`src/rtl/imem_boot_controller.sv`:
```
// rtl/imem_boot_controller.sv - instruction-memory boot sequencer and fetch port arbiter
module imem_boot_controller #(
  parameter int ADDR_W        = 10,
  parameter int DATA_W        = 32,
  parameter int LOAD_TIMEOUT  = 1023,
  parameter int RELEASE_DELAY = 4
) (
  input  logic              clk,
  input  logic              reset_n,
  input  logic              start,
  output logic              loader_load_enable,
  input  logic [ADDR_W-1:0] loader_addr,
  input  logic              loader_wr_en,
  input  logic [DATA_W-1:0] loader_data,
  input  logic              loader_done,
  output logic [ADDR_W-1:0] mem_addr,
  output logic              mem_wr_en,
  output logic [DATA_W-1:0] mem_wdata,
  input  logic [DATA_W-1:0] mem_rdata,
  input  logic              cpu_fetch_req,
  input  logic [ADDR_W-1:0] cpu_fetch_addr,
  output logic              cpu_fetch_ack,
  output logic [DATA_W-1:0] cpu_fetch_rdata,
  output logic              cpu_rst_n,
  output logic              busy,
  output logic              error
);

  localparam int TCW = $clog2(LOAD_TIMEOUT + 1);
  localparam int RCW = (RELEASE_DELAY > 1) ? $clog2(RELEASE_DELAY) : 1;
  localparam logic [TCW-1:0] TMAX  = TCW'(LOAD_TIMEOUT);
  localparam logic [RCW-1:0] RLAST = RCW'(RELEASE_DELAY - 1);

  typedef enum logic [2:0] {
    S_IDLE, S_LOAD, S_DRAIN, S_RELEASE, S_RUN, S_FAULT
  } state_e;

  state_e           state_q, state_d;
  logic [TCW-1:0]   tcnt_q, tcnt_d, tcnt_inc;
  logic [RCW-1:0]   rcnt_q, rcnt_d;
  logic             start_q;
  logic             pending_q, pending_d;
  logic             load_en_q, cpu_rst_n_q, error_q;
  logic             start_rise;
  logic             accept;
  logic             ack;

  assign start_rise = start & ~start_q;
  // Saturating increment so a long LOAD can never wrap back below the limit.
  assign tcnt_inc   = (tcnt_q == TMAX) ? tcnt_q : tcnt_q + TCW'(1);
  // A reload edge wins over the fetch port: nothing is accepted or acknowledged on it.
  assign accept     = (state_q == S_RUN) & cpu_fetch_req & ~pending_q & ~start_rise;
  assign ack        = (state_q == S_RUN) & pending_q & ~start_rise;

  assign loader_load_enable = load_en_q;
  assign cpu_rst_n          = cpu_rst_n_q;
  assign error              = error_q;

  // State, counters, start edge detector and fetch-pending tracking
  always_ff @(posedge clk or negedge reset_n) begin
    if (!reset_n) begin
      state_q   <= S_IDLE;
      tcnt_q    <= '0;
      rcnt_q    <= '0;
      start_q   <= 1'b0;
      pending_q <= 1'b0;
    end else begin
      state_q   <= state_d;
      tcnt_q    <= tcnt_d;
      rcnt_q    <= rcnt_d;
      start_q   <= start;
      pending_q <= pending_d;
    end
  end

  // Registered outputs follow the next state so they switch on the transition edge
  always_ff @(posedge clk or negedge reset_n) begin
    if (!reset_n) begin
      load_en_q   <= 1'b0;
      cpu_rst_n_q <= 1'b0;
      error_q     <= 1'b0;
    end else begin
      load_en_q   <= (state_d == S_LOAD);
      cpu_rst_n_q <= (state_d == S_RUN);
      error_q     <= (state_d == S_FAULT);
    end
  end

  // Next-state and counter update logic
  always_comb begin
    state_d   = state_q;
    tcnt_d    = tcnt_q;
    rcnt_d    = rcnt_q;
    pending_d = accept;
    case (state_q)
      S_IDLE:    if (start_rise) state_d = S_LOAD;
      S_LOAD: begin
        tcnt_d = tcnt_inc;
        if (loader_done)           state_d = S_DRAIN;
        else if (tcnt_inc == TMAX) state_d = S_FAULT;
      end
      S_DRAIN:   state_d = S_RELEASE;
      S_RELEASE: begin
        if (rcnt_q == RLAST) state_d = S_RUN;
        else                 rcnt_d  = rcnt_q + RCW'(1);
      end
      S_RUN:     if (start_rise) state_d = S_LOAD;
      S_FAULT:   if (start_rise) state_d = S_LOAD;
      default:   state_d = S_IDLE;
    endcase
    if ((state_d == S_LOAD) && (state_q != S_LOAD))       tcnt_d = '0;
    if ((state_d == S_RELEASE) && (state_q != S_RELEASE)) rcnt_d = '0;
  end

  // Memory port ownership, fetch response and busy flag
  always_comb begin
    mem_addr        = '0;
    mem_wr_en       = 1'b0;
    mem_wdata       = '0;
    cpu_fetch_ack   = 1'b0;
    cpu_fetch_rdata = '0;
    busy            = 1'b0;
    case (state_q)
      S_LOAD, S_DRAIN: begin
        mem_addr  = loader_addr;
        mem_wr_en = loader_wr_en;
        mem_wdata = loader_data;
        busy      = 1'b1;
      end
      S_RELEASE: busy = 1'b1;
      S_RUN: begin
        if (accept) mem_addr = cpu_fetch_addr;
        if (ack) begin
          cpu_fetch_ack   = 1'b1;
          cpu_fetch_rdata = mem_rdata;
        end
      end
      default: ;
    endcase
  end

endmodule

```
`config.mk`:
```
export PLATFORM = sky130hd
export DESIGN_NAME = imem_boot_controller
export DESIGN_NICKNAME = d
export VERILOG_FILES = /design/src/rtl/imem_boot_controller.sv
export SDC_FILE = /design/constraint.sdc
export NUM_CORES = 1
export LEC_CHECK = 0
export BUFFER_PORTS_ARGS = -buffer_cell sky130_fd_sc_hd__buf_2
export CAP_MARGIN = 5
export CORE_MARGIN = 2
export CORE_UTILIZATION = 41
export CTS_BUF_LIST = sky130_fd_sc_hd__clkbuf_4
export CTS_CLUSTER_DIAMETER = 100
export DETAILED_ROUTE_END_ITERATION = 12
export GPL_TIMING_DRIVEN = 0
export PLACE_DENSITY_LB_ADDON = 0.1
export RECOVER_POWER = 50
export SETUP_SLACK_MARGIN = 0.02
export SLEW_MARGIN = 20
export SYNTH_ARGS = -nofsm -noshare
export SYNTH_HDL_FRONTEND = slang
export SYNTH_SLANG_ARGS = --single-unit
```
`constraint.sdc`:
```
create_clock -name clk -period 3.3 [get_ports clk]
set_input_delay 0.165 -clock clk [delete_from_list [all_inputs] [get_ports clk]]
set_output_delay 0.165 -clock clk [all_outputs]
set_load 0.01 [all_outputs]
```
==> results.json <==
{
  "status": "completed",
  "drt-initial-drc-count": 112,
  "setup_viol": 0,
  "ys_top_cells_by_count": "65 x and2_1, 20 x dfrtp_1, 18 x nor2_1, 12 x clkbuf_1",
  "die_area_um2": 4883,
  "critPathKind": "flop to output port",
  "routedWlPerCell_um": 14.28,
  "worstPathRequired_ns": 3.13,
  "power.leakage_nw": 1.483,
  "cts_tree": "yes",
  "antenna_found_initial": 0,
  "final.setup_skew_ns": 0.01353,
  "p_switching_w": 0.0009119,
  "yosysSeqAreaShare_pct": 28.13,
  "drive_above_1_share_pct": 39.45,
  "place_ws_ns": 0.8954,
  "gp_congestion": 0.9413,
  "drv_cap": 0,
  "max_freq_ghz": 0.3920,
  "critPathLaunchType": "flop",
  "worstMarginPinSlew_ns": 1.051,
  "final_core_util_pct": 66.26,
  "ys_seq_elements": 20,
  "row_count": 23,
  "coreArea_um2": 4086,
  "num_vias": 2283,
  "synth_cells": 228,
  "whs_ns": 0.1852,
  "cp-end-kind": "output port",
  "slew_headroom_pct": 29.37,
  "cts-root-buf": "clkbuf_4",
  "pwr-share-comb_pct": 71.2,
  "power_frac_seq_pct": 22.1,
  "drt-pass1-iter-count": 4,
  "clk_latency_ns": 0.31,
  "yosys.area_share.simple_pct": 42.12,
  "synth_area_leaders": "dfrtp_1 28%, and2_1 23%, a22o_1 5.4%",
  "io_buffers": 169,
  "worstPathArrival_ns": 2.39,
  "p_sw_share_pct": 49.43,
  "worst_slack_ns": 0.7490,
  "cts.path.max_buffers": 2,
  "peakVddDrop_mv": 0.4923,
  "wl_um": 6467,
  "async_flop_share_pct": 100.0,
  "clkTransAtPathRegs_ns": 0.12,
  "synth_most_common_cell": "and2_1",
  "first_global_vias": 2158,
  "fillers": 367,
  "grt_max_degree": 21,
  "cell_internal_pwr_w": 0.0009328,
  "min_period_over_period_pct": 77.30,
  "netlist-cell-type-count": 45,
  "h-tree-depth": 1,
  "avgSynthCellArea_um2": 7.804,
  "track_usage_pct": 25.60,
  "yosys.area_share.xor_xnor_pct": 0.9845,
  "min_path_type": "primary input to flop",
  "postRouteAntennaNets": 0,
  "synth_top_area_share_pct": 28.13,
  "pwr-share-clk_pct": 6.7,
  "die_h_um": 69.88,
  "area_delta_synth_final_pct": 52.18,
  "hold_viol": 0,
  "place_hpwl_um": 5304,
  "grt_setup_unrepaired": "no",
  "diodes": 0,
  "synth_fa_ha_area_share_pct": 1.406,
  "cts_resized": 0,
  "clock-sinks": 20,
  "synth_ff_type": "dfrtp_1",
  "synthMuxAreaShare_pct": 3.516,
  "gr-total-overflow": 0,
  "crit_fanout": 10,
  "synth_compound_area_share_pct": 18.92,
  "grt_pass1_wl_um": 10180,
  "syn_nets": 320,
  "cts_buffers": 3,
  "synth_edf_count": 0,
  "power.density_nw_per_um2": 681.3,
  "synth_area_um2": 1779,
  "final_nets": 496,
  "fp.dieW_um": 69.88,
  "finalMaxSlewViolations": 0,
  "synth_warnings": 0,
  "fin_setup_tns_ns": 0,
  "drc": 0,
  "synth_area_leader_cell": "dfrtp_1",
  "floorplan.initialDensity_pct": 43.54,
  "min_period_ns": 2.551,
  "routed_via_density": 5.040,
  "io_pins": 170,
  "synth_top_family_by_area": "simple AND/OR/NAND/NOR gates"
}
-- cell type report --
type	instances	area [um2]	area share, %
Timing Repair Buffer	171	839.6	31.01
Buffer	16	65.06	2.403
Clock buffer	3	22.52	0.8318
Tap cell	50	62.56	2.311
Multi-Input combinational cell	186	1191	43.99
Clock inverter	1	3.754	0.1386
Sequential cell	20	500.5	18.48
Inverter	6	22.52	0.8318
-- power groups by stage --
stage / Clock [W] / Combinational (W) / Sequential [W]
floorplan: 0 / 0.000826 / 0.000392
global placement: 0 / 0.00129 / 0.000405
detailed placement: 0 / 0.00131 / 0.000410
CTS: 0.000125 / 0.00132 / 0.000405
global route: 0.000137 / 0.00146 / 0.000423
finish: 0.000123 / 0.00131 / 0.000408
-- state kept, by name (all words and copies together) (netlist names) --
signal	count
rcnt_q	2
error	1
loader_load_enable	1
pending_q	1
cpu_rst_n	1
state_q	3
tcnt_q	10
start_q	1
-- metal layers --
| metal | wire length, um | track usage, % | share of wire (%) |
|---|---|---|---|
| met3 | 633 | 5.772 | 9.8 |
| met1 | 2426 | 29.11 | 38 |
| met4 | 129 | 8.120 | 2.0 |
| met2 | 3278 | 47.09 | 51 |
| met5 | 0 | 0 | 0 |
-- repair_timing --
action | 4_1_cts | 5_1_grt
hold buffers | 2 | 0
endpoints found under the hold margin | 21 | 0
buffers inserted | 0 | 0
-- cell families (layout without fill, tap and decap cells) --
family	Yosys count	after routing
AOI/OAI and AO/OA	47	47
xor gates and xnor gates	2	2
adders and majority gates	2	2
buffers and inverters	22	197
DFF	20	20
muxes	6	6
and+or+nand+nor	129	129
-- critical path, stage by stage, from the launching register on --
cell and delay (ns):
dfrtp_1 0.44, clkbuf_1 0.36, xnor2_1 0.12, nor2_1 0.42, clkbuf_1 0.40, a22o_1 0.20
buf_2 0.14
-- stage by stage --
step | instances | total power (W) | area, um2
floorplan | 228 | 0.001219 | 1779
global placement | 447 | 0.001696 | 2688
detailed placement | 447 | 0.001721 | 2688
CTS | 453 | 0.001852 | 2734
global route | 453 | 0.002016 | 2708
finish | 453 | 0.001845 | 2708
-- placed cells by master, fill, tap and decap left out, types with 3 or more instances in the layout --
cell type  instances
clkbuf_1          33
nor3_1             5
a21oi_1            6
nand2_1           11
nor2_1            18
inv_1              6
and2_0             4
o21ai_0           10
a22o_1            11
buf_2            152
and2_1            61
clkbuf_4           3
nand3_1           10
mux2i_1            4
dfrtp_1           20
-- path summary, 6_finish.rpt --
kind                             start            endpoint  slack (ns)  cells past startpoint
max                         state_q[1]         mem_addr[4]        0.75                      6
min in group asynchronous      reset_n           tcnt_q[8]        0.53                      2
min reg2reg                  rcnt_q[1]           rcnt_q[1]        0.53                      2
max reg2reg                  tcnt_q[0]          state_q[2]        0.82                      7
max in group asynchronous      reset_n             start_q        2.12                      2
min                        loader_done  loader_load_enable        0.19                      3
Power figures use the tool's default switching activity.
